`src/rtl/comp_sched_pkg.sv`:
```
// rtl/comp_sched_pkg.sv - shared encodings and defaults for the compression command scheduler
package comp_sched_pkg;

    typedef enum logic [1:0] {
        CMD_NOP        = 2'b00,
        CMD_COMPRESS   = 2'b01,
        CMD_DECOMPRESS = 2'b10,
        CMD_RSVD       = 2'b11
    } cmd_e;

    typedef enum logic [1:0] {
        RESP_NONE = 2'b00,
        RESP_OK   = 2'b01,
        RESP_ERR  = 2'b10,
        RESP_RSVD = 2'b11
    } resp_e;

    // STATUS_NONE is only the reset value; a delivered response never carries it.
    typedef enum logic [1:0] {
        STATUS_NONE    = 2'b00,
        STATUS_OK      = 2'b01,
        STATUS_ERR     = 2'b10,
        STATUS_TIMEOUT = 2'b11
    } status_e;

    typedef enum logic [1:0] {
        S_IDLE  = 2'b00,
        S_ISSUE = 2'b01,
        S_WAIT  = 2'b10,
        S_RESP  = 2'b11
    } sched_state_e;

    localparam int DEFAULT_TIMEOUT_CYCLES = 16;

endpackage

```
`src/rtl/comp_rr_arb2.sv`:
```
// rtl/comp_rr_arb2.sv - two-way round-robin grant, favouring the requester at rr_ptr
module comp_rr_arb2 (
    input  logic [1:0] valid,
    input  logic       rr_ptr,
    output logic [1:0] grant
);

    always_comb begin
        grant = 2'b00;
        if (valid[rr_ptr]) begin
            grant[rr_ptr] = 1'b1;
        end else if (valid[~rr_ptr]) begin
            grant[~rr_ptr] = 1'b1;
        end
    end

endmodule

```
`src/rtl/comp_cmd_scheduler.sv`:
```
// rtl/comp_cmd_scheduler.sv - shares one compression engine between two requesters, one command in flight
module comp_cmd_scheduler
    import comp_sched_pkg::*;
#(
    parameter int DATA_WIDTH     = 8,
    parameter int TIMEOUT_CYCLES = DEFAULT_TIMEOUT_CYCLES,
    parameter int CNT_W          = $clog2(TIMEOUT_CYCLES + 1)
) (
    input  logic                       clk,
    input  logic                       reset,
    input  logic [1:0]                 req_valid,
    output logic [1:0]                 req_ready,
    input  logic [1:0][1:0]            req_cmd,
    input  logic [1:0][DATA_WIDTH-1:0] req_data,
    output logic                       rsp_valid,
    input  logic                       rsp_ready,
    output logic                       rsp_id,
    output logic [1:0]                 rsp_status,
    output logic [DATA_WIDTH-1:0]      rsp_data,
    output logic [1:0]                 eng_command,
    output logic [DATA_WIDTH-1:0]      eng_data_in,
    output logic [DATA_WIDTH-1:0]      eng_compressed_in,
    input  logic [DATA_WIDTH-1:0]      eng_compressed_out,
    input  logic [DATA_WIDTH-1:0]      eng_decompressed_out,
    input  logic [1:0]                 eng_response,
    output logic                       spurious_rsp
);

    sched_state_e          state_q, state_d;
    cmd_e                  cmd_q;
    logic [DATA_WIDTH-1:0] op_q;
    logic                  id_q;
    status_e               status_q;
    logic [DATA_WIDTH-1:0] data_q;
    logic [CNT_W-1:0]      cnt_q;
    logic [CNT_W-1:0]      cnt_inc;
    logic                  rr_ptr_q;
    logic                  spurious_q;

    logic [1:0] grant;
    logic       accept;
    logic       acc_id;
    cmd_e       acc_cmd;
    logic       acc_cmd_ok;
    resp_e      resp;
    logic       timed_out;

    comp_rr_arb2 u_arb (
        .valid  (req_valid),
        .rr_ptr (rr_ptr_q),
        .grant  (grant)
    );

    assign req_ready  = (state_q == S_IDLE) ? grant : 2'b00;
    assign accept     = |(req_valid & req_ready);
    assign acc_id     = grant[1];
    assign acc_cmd    = cmd_e'(req_cmd[acc_id]);
    assign acc_cmd_ok = (acc_cmd == CMD_COMPRESS) || (acc_cmd == CMD_DECOMPRESS);
    assign resp       = resp_e'(eng_response);
    assign cnt_inc    = cnt_q + CNT_W'(1);
    assign timed_out  = (cnt_inc == CNT_W'(TIMEOUT_CYCLES));

    always_ff @(posedge clk or posedge reset) begin
        if (reset) begin
            state_q <= S_IDLE;
        end else begin
            state_q <= state_d;
        end
    end

    always_comb begin
        state_d = state_q;
        case (state_q)
            S_IDLE:  if (accept) state_d = acc_cmd_ok ? S_ISSUE : S_RESP;
            S_ISSUE: state_d = S_WAIT;
            S_WAIT:  if (resp != RESP_NONE || timed_out) state_d = S_RESP;
            S_RESP:  if (rsp_ready) state_d = S_IDLE;
            default: state_d = S_IDLE;
        endcase
    end

    always_ff @(posedge clk or posedge reset) begin
        if (reset) begin
            cmd_q      <= CMD_NOP;
            op_q       <= '0;
            id_q       <= 1'b0;
            status_q   <= STATUS_NONE;
            data_q     <= '0;
            cnt_q      <= '0;
            rr_ptr_q   <= 1'b0;
            spurious_q <= 1'b0;
        end else begin
            if (state_q != S_WAIT && resp != RESP_NONE) begin
                spurious_q <= 1'b1;
            end
            case (state_q)
                S_IDLE: begin
                    if (accept) begin
                        cmd_q <= acc_cmd;
                        op_q  <= req_data[acc_id];
                        id_q  <= acc_id;
                        if (!acc_cmd_ok) begin
                            status_q <= STATUS_ERR;
                            data_q   <= '0;
                        end
                    end
                end
                S_ISSUE: cnt_q <= '0;
                S_WAIT: begin
                    cnt_q <= cnt_inc;
                    // A response landing on the timeout cycle wins over the timeout.
                    case (resp)
                        RESP_OK: begin
                            status_q <= STATUS_OK;
                            data_q   <= (cmd_q == CMD_COMPRESS) ? eng_compressed_out
                                                                : eng_decompressed_out;
                        end
                        RESP_NONE: begin
                            if (timed_out) begin
                                status_q <= STATUS_TIMEOUT;
                                data_q   <= '0;
                            end
                        end
                        default: begin
                            status_q <= STATUS_ERR;
                            data_q   <= '0;
                        end
                    endcase
                end
                S_RESP: begin
                    if (rsp_ready) begin
                        rr_ptr_q <= ~id_q;
                        cmd_q    <= CMD_NOP;
                        op_q     <= '0;
                    end
                end
                default: ;
            endcase
        end
    end

    // Operand buses follow the latched command until the response is handed back.
    assign eng_command       = (state_q == S_ISSUE) ? cmd_q : CMD_NOP;
    assign eng_data_in       = (cmd_q == CMD_COMPRESS)   ? op_q : '0;
    assign eng_compressed_in = (cmd_q == CMD_DECOMPRESS) ? op_q : '0;

    assign rsp_valid    = (state_q == S_RESP);
    assign rsp_id       = id_q;
    assign rsp_status   = status_q;
    assign rsp_data     = data_q;
    assign spurious_rsp = spurious_q;

endmodule

```
`config.mk`:
```
export PLATFORM = sky130hd
export DESIGN_NAME = comp_cmd_scheduler
export DESIGN_NICKNAME = d
export VERILOG_FILES = /design/src/rtl/comp_sched_pkg.sv /design/src/rtl/comp_rr_arb2.sv /design/src/rtl/comp_cmd_scheduler.sv
export SDC_FILE = /design/constraint.sdc
export NUM_CORES = 1
export LEC_CHECK = 0
export ABC_AREA = 1
export BUFFER_PORTS_ARGS = -buffer_cell sky130_fd_sc_hd__clkbuf_2
export CORE_MARGIN = 1
export CORE_UTILIZATION = 45
export DETAILED_ROUTE_END_ITERATION = 8
export HOLD_SLACK_MARGIN = 0.02
export PLACE_DENSITY = 0.75
export SLEW_MARGIN = 20
export SYNTH_ARGS = -nofsm -noshare
export SYNTH_HDL_FRONTEND = slang
export SYNTH_HIERARCHICAL = 1
export SYNTH_SLANG_ARGS = --single-unit
```
`constraint.sdc`:
```
create_clock -name clk -period 2 [get_ports clk]
set_input_delay 0.2 -clock clk [delete_from_list [all_inputs] [get_ports clk]]
set_output_delay 0.2 -clock clk [all_outputs]
set_load 0.02 [all_outputs]
```
# --- Word level (Yosys, flattened, before mapping) ---
# Cells that the tools add are included.
op_classes:
  reduce_logical: 17
  add_sub_neg: 1
  n_eq_ne: 15
  n_mux: 40
  order_cmp: 5
  bitwise_logic: 3
ops:
  columns: ["operator", "n"]
  rows:
  - ["2-to-1 mux 8 bit", 10]
  - ["case mux 8 bit (2 select lines)", 3]
  - ["2-to-1 mux 2 bit", 14]
  - ["case mux 2 bit (2 select lines)", 3]
  - ["case mux 5 bit (2 select lines)", 1]
  - ["equality test 2 x 1 -> 1 bit (second input constant)", 4]
  - ["equality test 2 bit (second input constant)", 4]
  - ["!= test 2 bit (second input constant)", 4]
  - ["case mux 2 bit (4 select lines)", 1]
  - ["nonzero test 2 bit", 4]
  - ["< comparator 1 x 2 -> 1 bit (second input constant)", 3]
  - ["2-to-1 mux 1 bit", 6]
  - ["AND reduction 3 bit", 2]
  - ["adder 5 x 1 -> 5 bit (second input constant)", 1]
  - ["equality test 5 bit (second input constant)", 1]
  - ["zero test 2 bit", 2]
  - ["AND reduction 2 bit", 2]
  - ["AND reduction 4 bit", 1]
  - ["logical AND 1 bit", 3]
  - ["!= test 3 bit (second input constant)", 1]
  - ["AND 2 bit", 1]
  - ["demux 1 bit (select 1 bit)", 2]
  - ["greater-or-equal comparator 1 bit (second input constant)", 2]
  - ["logical OR 1 bit", 2]
  - ["other kinds (3)", 4]
totals:
  regBits: 30
  word_cells: 90

# --- Depth between registers and ports, before layout ---
logic_depth:
  ltp_word: 14
  mapped_depth: 13
  depth_no_buf: 12

# --- Modules after synthesis ---
# Netlist, hierarchy kept.
by_module_without_submodules:
  columns: ["mod", "seq_area_each_um2", "area_each_um2", "n_inst", "cells_each"]
  rows:
  - ["comp_cmd_scheduler", 750.7, 1868.0, 1, 267]
  - ["comp_rr_arb2", 0.0, 27.5, 1, 4]

# --- Worst setup path after synthesis ---
# Ideal clock, no wire load.
synth_path:
  path_kind: "flip-flop to flip-flop"
  startpoint: "register state_q[0]"
  endpoint: "register cmd_q[1]"
  n_path_buf: 1
  synth_period_minus_slack_ns: 1.630
  stages_incl_launch_ff: 13
  path_slack_ns: 0.370
  t_arrival_ns: 1.507
  path_cell_list: "dfrtp_1 -> inv_1 -> ha_1 -> nand2_1 -> inv_2 -> nand2_1 -> nand2_1 -> inv_2 -> nand2_2 -> nand2_2 -> clkinv_1 -> buf_4 -> o21ai_1"
synth_via:
  elab_chain_len: 6
  word_cells_on_any_way: 10
  cone_classes: "eq/ne (3); mux (2); bitwise (1); reduce/logical (4)"
synth_lines:
  columns: ["element", "line_no", "rtl"]
  rows:
  - ["from (decl)", "comp_cmd_scheduler.sv:29", "sched_state_e state_q, state_d;"]
  - ["from (signal assigned)", "comp_cmd_scheduler.sv:67", "state_q <= state_d;"]
  - ["zero test 2 bit", "comp_cmd_scheduler.sv:54", "assign req_ready = (state_q == S_IDLE) ? grant : 2'b00;"]
  - ["2-to-1 mux 2 bit", "comp_cmd_scheduler.sv:54", null]
  - ["via req_ready[1]", "comp_cmd_scheduler.sv:12", "output logic [1:0] req_ready,"]
  - ["AND 2 bit", "comp_cmd_scheduler.sv:55", "assign accept = |(req_valid & req_ready);"]
  - ["OR reduction 2 bit", "comp_cmd_scheduler.sv:55", null]
  - ["!= test 2 bit (no source line)", null, null]
  - ["AND reduction 3 bit (no source line)", null, null]
  - ["to (signal assigned)", "comp_cmd_scheduler.sv:99", "cmd_q <= acc_cmd;"]
  - ["to (decl)", "comp_cmd_scheduler.sv:30", "cmd_e cmd_q;"]
# The timed path passes the listed nets, and every way through them passes these cells.
# A chain may end at the register's enable or synchronous reset.

# --- Final worst setup path ---
layout_path:
  startpoint: "register state_q[0]"
  endpoint: "register data_q[4], in the netlist rsp_data[4]"
layout_via:
  elab_chain_len: 6
  word_cells_on_any_way: 11
  cone_classes: "eq/ne (4); mux (2); bitwise (1); reduce/logical (4)"
layout_lines:
  columns: ["element", "line_no", "rtl"]
  rows:
  - ["zero test 2 bit", "comp_cmd_scheduler.sv:54, comp_cmd_scheduler.sv:96", null]
  - ["2-to-1 mux 2 bit", "comp_cmd_scheduler.sv:54", null]
  - ["AND 2 bit", "comp_cmd_scheduler.sv:55", null]
  - ["OR reduction 2 bit", "comp_cmd_scheduler.sv:55", null]
  - ["!= test 2 bit (no source line)", null, null]
  - ["AND reduction 4 bit (no source line)", null, null]
  - ["to (signal assigned)", "comp_cmd_scheduler.sv:115", "data_q <= (cmd_q == CMD_COMPRESS) ? eng_compressed_out"]
  - ["to (decl)", "comp_cmd_scheduler.sv:34", "logic [DATA_WIDTH-1:0] data_q;"]
# Several ways; a longest one is shown, not always the timed one.

==> flow_summary.toml <==
[synthesis]
synth_mux_area_share_pct = 0
syn_inst = 271
synth_top_cell_by_area = "dfrtp_1"
syn_area_per_cell_um2 = 6.99
syn_nets = 320
synth_cell_types = 26
ys_top_cells_by_area = "dfrtp_1 40%, nand2_1 15%, nor2_1 7.3%"
synth_top_family_by_area = "simple AND/OR/NAND/NOR gates"
synthSimpleGateAreaFrac_pct = 34.3
yosysSeqAreaShare_pct = 39.6
ys_warn_count = 6
synth-xor-area-share_pct = 0
synth_top_area_share_pct = 39.6
synth_adder_area_share_pct = 3.96
post_synth_instance_area_mm2 = 0.00190
synth_seq_cells = 30
synth_compound_area_share_pct = 11.0

[final_layout]
final_common_cell = "nand2_1"
multi_input_area_um2 = 951
layout_common_cells = "77 x nand2_1, 75 x clkbuf_2, 37 x nor2_1, 31 x inv_1, 30 x dfrtp_1"
finalNetCount = 401
fillers = 385
areaGrowthSynthToFinish_pct = 28.7
diodes = 0
drive_gt1_share_pct = 29.7
ff_latch_area_um2 = 751

[grt]
grt_pass1_wl_um = 7200
grt_pass1_vias = 1687
grt_usage_pct = 21.6
antenna_found_initial = 0
grt_start_max_net_pins = 31
grt_overflow_total = 0

[detailed_routing]
drc = 0
via_per_inst = 4.91
wl_met3_um = 148
wl_met1_um = 2090
wl_met2_um = 2280
dr.max_layer_used = "met4"
vias = 1979
wirelength_um = 4580
drt.antenna.violating_nets = 0
drt-pass1-iter-count = 6
drtIter0Drc = 77
wl_per_cell_um = 11.4

[timing]
clock_skew_ns = 0.00358
layout_setup_ws_ns = 0.273
drv_slew = 0
hold_viol_final = 0
clock.fmax_mhz = 579
fin_crit_sh_pct = 86.3
max_slew_margin_pct = 74.8
setup_tns_ns = 0
rsz0062_at_grt = "false"
finalCriticalPeriod_ns = 1.73
worstMarginPinSlew_ns = 0.378
setup_violations = 0

[worst_setup_path]
critPathRequiredTime_ns = 2.21
critPathKind = "reg -> reg"
worst_ep_arrival_time_ns = 1.94
r2r-start = "state_q[0]$_DFFE_PP0P_"
start_kind = "flop"
ff2ff_path_depth = 8
cp-end-kind = "flop"
ff2ff_setup_slack_ns = 0.27
cp_max_fo = 9
rr_endpoint = "rsp_data[4]$_DFFE_PP0P_"

[clock_tree]
worstSkewPairLatency_ns = 0.28
clockBufferDepth = 2
clkSinkCount = 30
clk_transition_reported_paths_ns = 0.06
htree_levels = 2
clockRootBuffer = "clkbuf_8"
cts_tree = "yes"
cts_made_buffers = 5

[power]
p_leak_nw = 1.40
peakVddDrop_uv = 1090
power_density_mw_per_mm2 = 1410

[floorplan]
core_area_mm2 = 0.00403
design.die.area_mm2 = 0.00448
core.rowCount = 23
die_w_um = 66.9
initial_core_util_pct = 47.0
die_h_um = 66.9
boundaryPins = 76

[place]
pre_cts_slack_ns = 0.174
io_buffers = 75
routabilityCongestion = 0.833
dp_hpwl_um = 3550

[hold_path]
min_to = "rr_ptr_q$_DFFE_PP0P_"
hold_path_class = "in -> reg"
hold_start = "rsp_ready"
holdPathStages = 2

[run_status]
outcome = "complete, no violations"

[flow_run]
drv_cap = 0
==> final cells by class <==
type,count,area share [%]
sequential,30,30.8
clock inverter,1,0.205
tap,50,2.56
timing repair buffer,84,18.3
multi-input combinational,194,39.0
clock buffer,7,3.54
inverter,37,5.69
==> layer usage <==
| layer | vias up | global-route usage [%] |
|---|---|---|
| met2 | 40 | 35.9 |
| met4 | 0 | 7.18 |
| met3 | 4 | 5.31 |
| met1 | 913 | 27.0 |
| met5 | - | 0 |
| li1 | 1022 | - |
==> power breakdown <==
part           leakage, nW  total [W]  switching (W)  internal, W
Clock               0.0482   0.000494       0.000217     0.000277
Combinational        0.967    0.00195        0.00128     0.000669
Sequential           0.384   0.000980       0.000152     0.000828
Total                 1.40    0.00343        0.00165      0.00177
==> repair_timing <==
action	CTS	global route
hold endpoints to repair	30	0
resized for setup	0	3
buffers inserted	0	0
hold buffers	1	0
setup endpoints to repair	0	10
==> worst max-delay path by stage <==
stage | start | end | slack, ns
after floorplan | state_q[0]$_DFFE_PP0P_ | cmd_q[1]$_DFFE_PP0P_ | 0.37
after global placement | state_q[0]$_DFFE_PP0P_ | cmd_q[0]$_DFFE_PP0P_ | 0.27
after detailed placement | state_q[0]$_DFFE_PP0P_ | cmd_q[0]$_DFFE_PP0P_ | 0.17
after CTS | state_q[0]$_DFFE_PP0P_ | cmd_q[0]$_DFFE_PP0P_ | 0.15
after global routing | state_q[0]$_DFFE_PP0P_ | rsp_data[5]$_DFFE_PP0P_ | 0.04
final | state_q[0]$_DFFE_PP0P_ | rsp_data[4]$_DFFE_PP0P_ | 0.27
==> kinds of logic after synthesis <==
family | after synthesis
AO/OA/AOI/OAI | 38
AND/OR/NAND/NOR | 150
buffers and inverters | 47
flip-flops | 30
adder cells (fa/ha/maj) | 6
==> critical path: stages, from the launching register on <==
cell     delay, ns
dfrtp_1       0.41
inv_1         0.16
ha_1          0.24
inv_1         0.11
nor2_1        0.14
nand2_1       0.21
a21oi_1       0.18
nand4_1       0.12
nand2_1       0.10
==> Yosys cell counts <==
library cell,n
buf_6,3
nand4_1,14
inv_2,5
a21boi_2,1
or2_2,1
ha_1,6
dfrtp_1,30
buf_4,2
clkbuf_1,1
nand2_1,77
clkinv_1,1
o32ai_1,1
inv_1,31
o21ai_0,11
o21ai_1,10
a21oi_2,1
a21oi_1,11
a21o_1,1
nand3_4,1
nand2_2,4
nand3_1,15
o22ai_1,1
nor2_1,37
a31oi_1,1
nand3_2,1
buf_2,4
==> stage by stage <==
| step | hold WS, ns | power, W | std cells | utilization, % | instance area (um^2) |
|---|---|---|---|---|---|
| floorplan | 0.291 | 0.00240 | 271 | - | 1900 |
| global placement | 0.276 | 0.00283 | 394 | 57.6 | 2320 |
| detailed placement | 0.280 | 0.00288 | 394 | 57.6 | 2320 |
| CTS | 0.141 | 0.00339 | 403 | 60.1 | 2420 |
| global route | 0.147 | 0.00373 | 403 | 60.6 | 2440 |
| finish | 0.147 | 0.00343 | 403 | 60.6 | 2440 |
==> registers in the layout, indices dropped and copies added, names as in the netlist <==
signal / cells
op_q: 8
state_q: 2
cnt_q: 5
rsp_id: 1
rsp_status: 2
rsp_data: 8
cmd_q: 2
spurious_rsp: 1
rr_ptr_q: 1
Power figures use the tool's default switching activity.
